File: config.mk
export PLATFORM = sky130hd
export DESIGN_NAME = load_down_counter
export DESIGN_NICKNAME = d
export VERILOG_FILES = /design/src/rtl/load_down_counter.sv
export SDC_FILE = /design/constraint.sdc
export NUM_CORES = 1
export LEC_CHECK = 0
export ABC_AREA = 1
export CORE_MARGIN = 1.5
export CORE_UTILIZATION = 28
export CTS_BUF_LIST = sky130_fd_sc_hd__clkbuf_4 sky130_fd_sc_hd__clkbuf_8
export CTS_CLUSTER_SIZE = 20
export DETAILED_ROUTE_END_ITERATION = 8
export PLACE_DENSITY_LB_ADDON = 0.1
export REMOVE_ABC_BUFFERS = 1
export SKIP_LAST_GASP = 1
export SYNTH_ARGS = -nofsm -noshare
export SYNTH_HDL_FRONTEND = slang
export SYNTH_SLANG_ARGS = --single-unit
File: constraint.sdc
create_clock -name clock -period 2.7 [get_ports clock]
set_input_delay 0.675 -clock clock [delete_from_list [all_inputs] [get_ports clock]]
set_output_delay 0.675 -clock clock [all_outputs]
set_load 0.005 [all_outputs]
File: src/rtl/load_down_counter.sv
// load_down_counter
// -----------------------------------------------------------------------------
// Parametrised loadable down-counter with a programmable prescaler, a
// registered one-cycle terminal-count pulse and an optional auto-reload.
// Used for programmable delays and periodic ticks off the system clock.
//
// Parameters:
//   WIDTH  counter and load-value width (>= 2)
//   DIV_W  prescaler ratio width (>= 1)
//
// Ports:
//   clock  in   system clock, rising edge
//   reset  in   synchronous, active-high reset
//   in     in   load value, sampled when latch = 1
//   latch  in   load 'in' into the counter (and reload register)
//   dec    in   decrement enable; gates the prescaler
//   div    in   prescale ratio: one decrement per div+1 enabled cycles
//   count  out  current counter value
//   zero   out  combinational decode of count == 0
//   tc     out  registered one-cycle terminal-count pulse
//
// Configuration macro:
//   LOAD_DOWN_COUNTER_AUTORELOAD_EN  when defined, a tick at count == 0
//   reloads the last latched value and pulses tc (periodic mode). When not
//   defined the counter is one-shot and sits at 0; the reload register is
//   not built.
// -----------------------------------------------------------------------------
module load_down_counter #(
    parameter int WIDTH = 4,
    parameter int DIV_W = 4
) (
    input  logic             clock,
    input  logic             reset,
    input  logic [WIDTH-1:0] in,
    input  logic             latch,
    input  logic             dec,
    input  logic [DIV_W-1:0] div,
    output logic [WIDTH-1:0] count,
    output logic             zero,
    output logic             tc
);

    logic [DIV_W-1:0] pre;
    logic [WIDTH-1:0] countNext;
    logic [DIV_W-1:0] preNext;
    logic             tcNext;
    logic             preDone;

`ifdef LOAD_DOWN_COUNTER_AUTORELOAD_EN
    logic [WIDTH-1:0] rld;
`endif

    // A ">=" compare (not "==") so that lowering div below the current
    // prescaler phase produces a tick straight away instead of letting pre
    // run all the way around its range.
    assign preDone = (pre >= div);

    // Next-state decode. Priority is latch > dec > hold; reset is applied in
    // the register block. tc defaults low so it can only ever be a single
    // cycle pulse generated by a tick that lands on (or reloads from) zero.
    always_comb begin
        countNext = count;
        preNext   = pre;
        tcNext    = 1'b0;

        if (latch) begin
            countNext = in;
            preNext   = '0;
        end else if (dec) begin
            if (preDone) begin
                preNext = '0;
                if (count > WIDTH'(1)) begin
                    countNext = count - WIDTH'(1);
                end else if (count == WIDTH'(1)) begin
                    countNext = '0;
                    tcNext    = 1'b1;
                end else begin
`ifdef LOAD_DOWN_COUNTER_AUTORELOAD_EN
                    countNext = rld;
                    tcNext    = 1'b1;
`else
                    countNext = '0;
                    tcNext    = 1'b0;
`endif
                end
            end else begin
                preNext = pre + DIV_W'(1);
            end
        end
    end

    // State registers. Reset clears everything on the edge, which also
    // swallows any terminal-count pulse that would have been produced.
    always_ff @(posedge clock) begin
        if (reset) begin
            count <= '0;
            pre   <= '0;
            tc    <= 1'b0;
        end else begin
            count <= countNext;
            pre   <= preNext;
            tc    <= tcNext;
        end
    end

`ifdef LOAD_DOWN_COUNTER_AUTORELOAD_EN
    // Reload register: remembers the last latched value for periodic mode.
    always_ff @(posedge clock) begin
        if (reset) begin
            rld <= '0;
        end else if (latch) begin
            rld <= in;
        end
    end
`endif

    assign zero = (count == '0);

endmodule

# Word level (Yosys, flattened, before mapping)
# Cells that the tools add are included.
# totals
ff_bits	9
latchBits	0
ramBits	0
mem_bits_ro	0
inputBits	12
out_inout_bits	6
wordCells	22
n_memories	0
# classes
n_addsub	2
multipliers	0
div_mod_pow	0
order_cmp	2
n_eq_ne	1
shift	0
muxes	6
n_bitwise	2
reduce_logical	6
# op_table
op	count
$mux W4	5
$reduce_or A5 Y1	1
$add A4 B1 Y4 const B	1
$eq A4 B1 Y1 const B	1
$ge A4 B4 Y1	1
$gt A4 B1 Y1 const B	1
$logic_not A4 Y1	1
$reduce_bool A2 Y1	2
$sub A4 B1 Y4 const B	1
$not A1 Y1	2
$reduce_and A2 Y1	1
$reduce_or A2 Y1	1
$mux W1	1

# Depth between registers and ports, before layout
# depth
depth_word	5
ltp_mapped	11
mapped_depth_nobuf	11

# Worst setup path before layout
# No wires, ideal clock.
# synth_path
path_kind	input to register
startpoint	in div[3]
endpoint	reg count[0]
setup_ns	0.114
arrival_ns	1.559
t_required_ns	2.586
setup_slack_ns	1.027
stages	10
n_path_buf	0
path_cell_list	inv_1 > ha_1 > nand2_1 > inv_2 > nand2_1 > nand3_2 > nand2_2 > nand2_2 > nor2_1 > nor2_2
# synth_via
elab_chain_len	3
# synth_rtl
item	line	text
start, declared	37	input logic [DIV_W-1:0] div,
$ge A4 B4 Y1	56	assign preDone = (pre >= div);
$reduce_bool A2 Y1 (no source line)	--	
$reduce_and A2 Y1 (no source line)	--	
end signal, assigned	100	count <= countNext;
end, declared	38	output logic [WIDTH-1:0] count,
# No other way between the ends.
# A chain may end at the register's enable or synchronous reset.

# Worst setup path in the final report
# layout_path
startpoint	reg count[0]
endpoint	out zero
# layout_via
elab_chain_len	1
# layout_rtl
item	line	text
$logic_not A4 Y1	117	assign zero = (count == '0);
end, declared	39	output logic zero,
# No other way between the ends.

==> results.sh <==
export IMPL_cts_sinks=9
export IMPL_ant_nets=0
export IMPL_viasPerCell=4.365
export IMPL_syn_inst=107
export IMPL_placed_area_um2=887.1
export IMPL_gp_congestion=0.7255
export IMPL_nets=149
export IMPL_grt_max_degree=9
export IMPL_final_max_slew_viol_count=0
export IMPL_hold_viol=0
export IMPL_ctsHoldBuffers=0
export IMPL_synth_top_family_by_area="simple AND/OR/NAND/NOR gates"
export IMPL_p_leak_nw=0.4829
export IMPL_fillers=275
export IMPL_worst_pin_slew_ns=0.2262
export IMPL_finClkSkew_ns=0.0006851
export IMPL_min_delay_start="count[1]$_SDFFE_PP0P_"
export IMPL_worst_r2r_cell_count=10
export IMPL_synth_xor_xnor_area_share_pct=2.569
export IMPL_crit_chain="inv_1, ha_1, nor3b_1, clkdlybuf4s50_1"
export IMPL_path_class="flip-flop to output port"
export IMPL_layout_min_cycle_time_ns=2.274
export IMPL_r2r_end="count[0]$_SDFFE_PP0P_"
export IMPL_rsz0062_at_grt="false"
export IMPL_drc=0
export IMPL_drt_initial_drc_count=4
export IMPL_crit_reg2reg_launch="pre[0]$_SDFFE_PP0P_"
export IMPL_drt_first_pass_iters=4
export IMPL_core_region_area_mm2=0.002255
export IMPL_power_per_cell_area_mw_per_mm2=412.3
export IMPL_grt_pass1_vias=617
export IMPL_setup_tns_ns=0
export IMPL_status="completed"
export IMPL_cts_setup_buffers=0
export IMPL_io_buffers=17
export IMPL_ys_ff_latch=9
export IMPL_netlist_area_um2=681.9
export IMPL_synth_compound_area_share_pct=2.018
export IMPL_antenna_found_initial=0
export IMPL_yosys_area_top_type_share_pct=26.42
export IMPL_vdd_drop_max_mv=0.2401
export IMPL_ctsRootBufferMaster="clkbuf_4"
export IMPL_wirelength_mm=1.404
export IMPL_gr_total_overflow=0
export IMPL_worstPathRequired_ns=2.03
export IMPL_io_pins=18
export IMPL_fin_area_um2=917.1
export IMPL_area_delta_synth_final_pct=34.50
export IMPL_hpwlAfterDp_mm=1.172
export IMPL_grt_usage_pct=12.12
export IMPL_start_util_pct=30.24
export IMPL_die_x_um=52.35
export IMPL_start_kind="flip-flop"
export IMPL_clk_pin_slew_ns=0.06
export IMPL_dr_total_vias=681
export IMPL_fin_crit_sh_pct=84.24
export IMPL_cts_tree="built"
export IMPL_cts_resized_gates=0
export IMPL_rrSetupSlack_ns=1.31
export IMPL_yosys_area_top_type="dfxtp_1"
export IMPL_hp_class="flip-flop to flip-flop"
export IMPL_finalSetupViolCount=0
export IMPL_dieArea_mm2=0.002741
export IMPL_cp_end_kind="output port"
export IMPL_syn_avg_cell_area_um2=6.373
export IMPL_rows=17
export IMPL_pre_cts_slack_ns=0.4838
export IMPL_yosysUniqueCellTypes=16
export IMPL_yosys_area_share_simple_pct=42.20
export IMPL_whs_path_depth=2
export IMPL_max_freq_ghz=0.4397
export IMPL_max_cap_violations=0
export IMPL_min_to="count[1]$_SDFFE_PP0P_"
export IMPL_ys_seq_area_share_pct=26.42
export IMPL_grt_pass1_wl_mm=2.484
export IMPL_max_slew_margin_pct=84.87
export IMPL_setup_slack_ns=0.4255
export IMPL_synth_area_mux_share_pct=0
export IMPL_crit_arrival_ns=1.60
export IMPL_n_antenna_cell=0
export IMPL_cts_max_path_buffers=2
export IMPL_critPathMaxStageDelay_ns=0.53
export IMPL_htreeDepth=1
export IMPL_yosys_top_cells_area="dfxtp_1 (26%), nand2_1 (15%), ha_1 (15%)"
export IMPL_clkLatencyLatePin_ns=0.25
export IMPL_cp_max_fo=5
export IMPL_synth_fa_ha_area_share_pct=14.68
export IMPL_fin_util_pct=40.68
export IMPL_cp_slowest_cell="clkdlybuf4s50_1"
export IMPL_wl_per_cell_um=9.000
export IMPL_numCtsBuffers=3
export IMPL_die_height_um=52.35
export IMPL_drive_above_1_share_pct=12.50
export IMPL_yosys_warnings=0
[worst max path at each step]
stage	cells past startpoint	slack, ns	from	endpoint
after floorplan	10	1.03	div[3]	count[0]$_SDFFE_PP0P_
after detailed placement	11	0.48	div[3]	count[0]$_SDFFE_PP0P_
after CTS	4	0.39	count[0]$_SDFFE_PP0P_	zero
final	4	0.43	count[0]$_SDFFE_PP0P_	zero
after global placement	11	0.51	div[3]	count[0]$_SDFFE_PP0P_
after global routing	4	0.29	count[0]$_SDFFE_PP0P_	zero
[cells in the final DEF (no fill, tap or decap)]
| master | netlist | routed |
|---|---|---|
| nand2_1 | 27 | 27 |
| clkbuf_4 | 0 | 4 |
| nand4_1 | 2 | 2 |
| nand2_2 | 5 | 5 |
| a21oi_2 | 1 | 1 |
| nor3b_1 | 1 | 1 |
| nor2_1 | 14 | 14 |
| nor2_2 | 2 | 2 |
| o21ai_0 | 1 | 1 |
| nand3_1 | 10 | 10 |
| ha_1 | 8 | 8 |
| clkdlybuf4s50_1 | 0 | 17 |
| nand3_2 | 1 | 1 |
| nor3_1 | 2 | 2 |
| dfxtp_1 | 9 | 9 |
| inv_2 | 3 | 3 |
| inv_1 | 19 | 19 |
| xor2_1 | 2 | 2 |
[Yosys cell counts]
cell type  number
nand3_2         1
nor2_1         14
nor2_2          2
nand2_1        27
nor3_1          2
inv_1          19
dfxtp_1         9
nand4_1         2
a21oi_2         1
xor2_1          2
o21ai_0         1
nand3_1        10
ha_1            8
nor3b_1         1
inv_2           3
nand2_2         5
[power breakdown]
| part | internal, mW | switching [mW] |
|---|---|---|
| clock network | 0.0668 | 0.0434 |
| registers | 0.140 | 0.00859 |
| logic | 0.0589 | 0.0601 |
| total | 0.266 | 0.112 |
[metal layers]
| layer | wire length (µm) | up-vias | global-route usage, % |
|---|---|---|---|
| met5 | 0 | - | 0 |
| met1 | 683 | 297 | 14.90 |
| met4 | 9 | 0 | 3.846 |
| met3 | 65 | 2 | 2.571 |
| li1 | - | 371 | - |
| met2 | 645 | 11 | 20.83 |
[final cells by class]
cell class              instances  area (µm²)  share of cell area (%)
clock buffers                   4       30.03                   3.274
repair buffers                 17       170.2                   18.55
flip-flops and latches          9       180.2                   19.65
multi-input cells              76       419.2                   45.70
well taps                      28       35.03                   3.820
inverters                      22       82.58                   9.004
[through the flow]
step           instances  hold WS [ns]  power (mW)
6_report             156        0.5301      0.3782
5_1_grt              156        0.5771      0.4090
4_1_cts              156        0.5338      0.3838
3_5_place_dp         152        0.5191      0.2717
3_3_place_gp         152        0.5093      0.2712
2_1_floorplan        107        0.4933      0.2212
[worst max-delay path: cells and delay by family (launching register included)]
| kind | cells | cell delay, ns |
|---|---|---|
| flip-flops | 1 | 0.33 |
| buffers and inverters | 2 | 0.67 |
| AND/OR/NAND/NOR | 1 | 0.18 |
| adder cells (fa/ha/maj) | 1 | 0.16 |
[sequential cells by signal, indices dropped and copies added (netlist names)]
register,count
count,4
pre,4
tc,1
[cell families after synthesis]
group | count (synthesis)
xor gates and xnor gates | 2
DFF | 9
and+or+nand+nor | 64
AOI/OAI and AO/OA | 2
buffers and inverters | 22
adders and majority gates | 8
No activity file was read; power rests on OpenSTA's default activity.
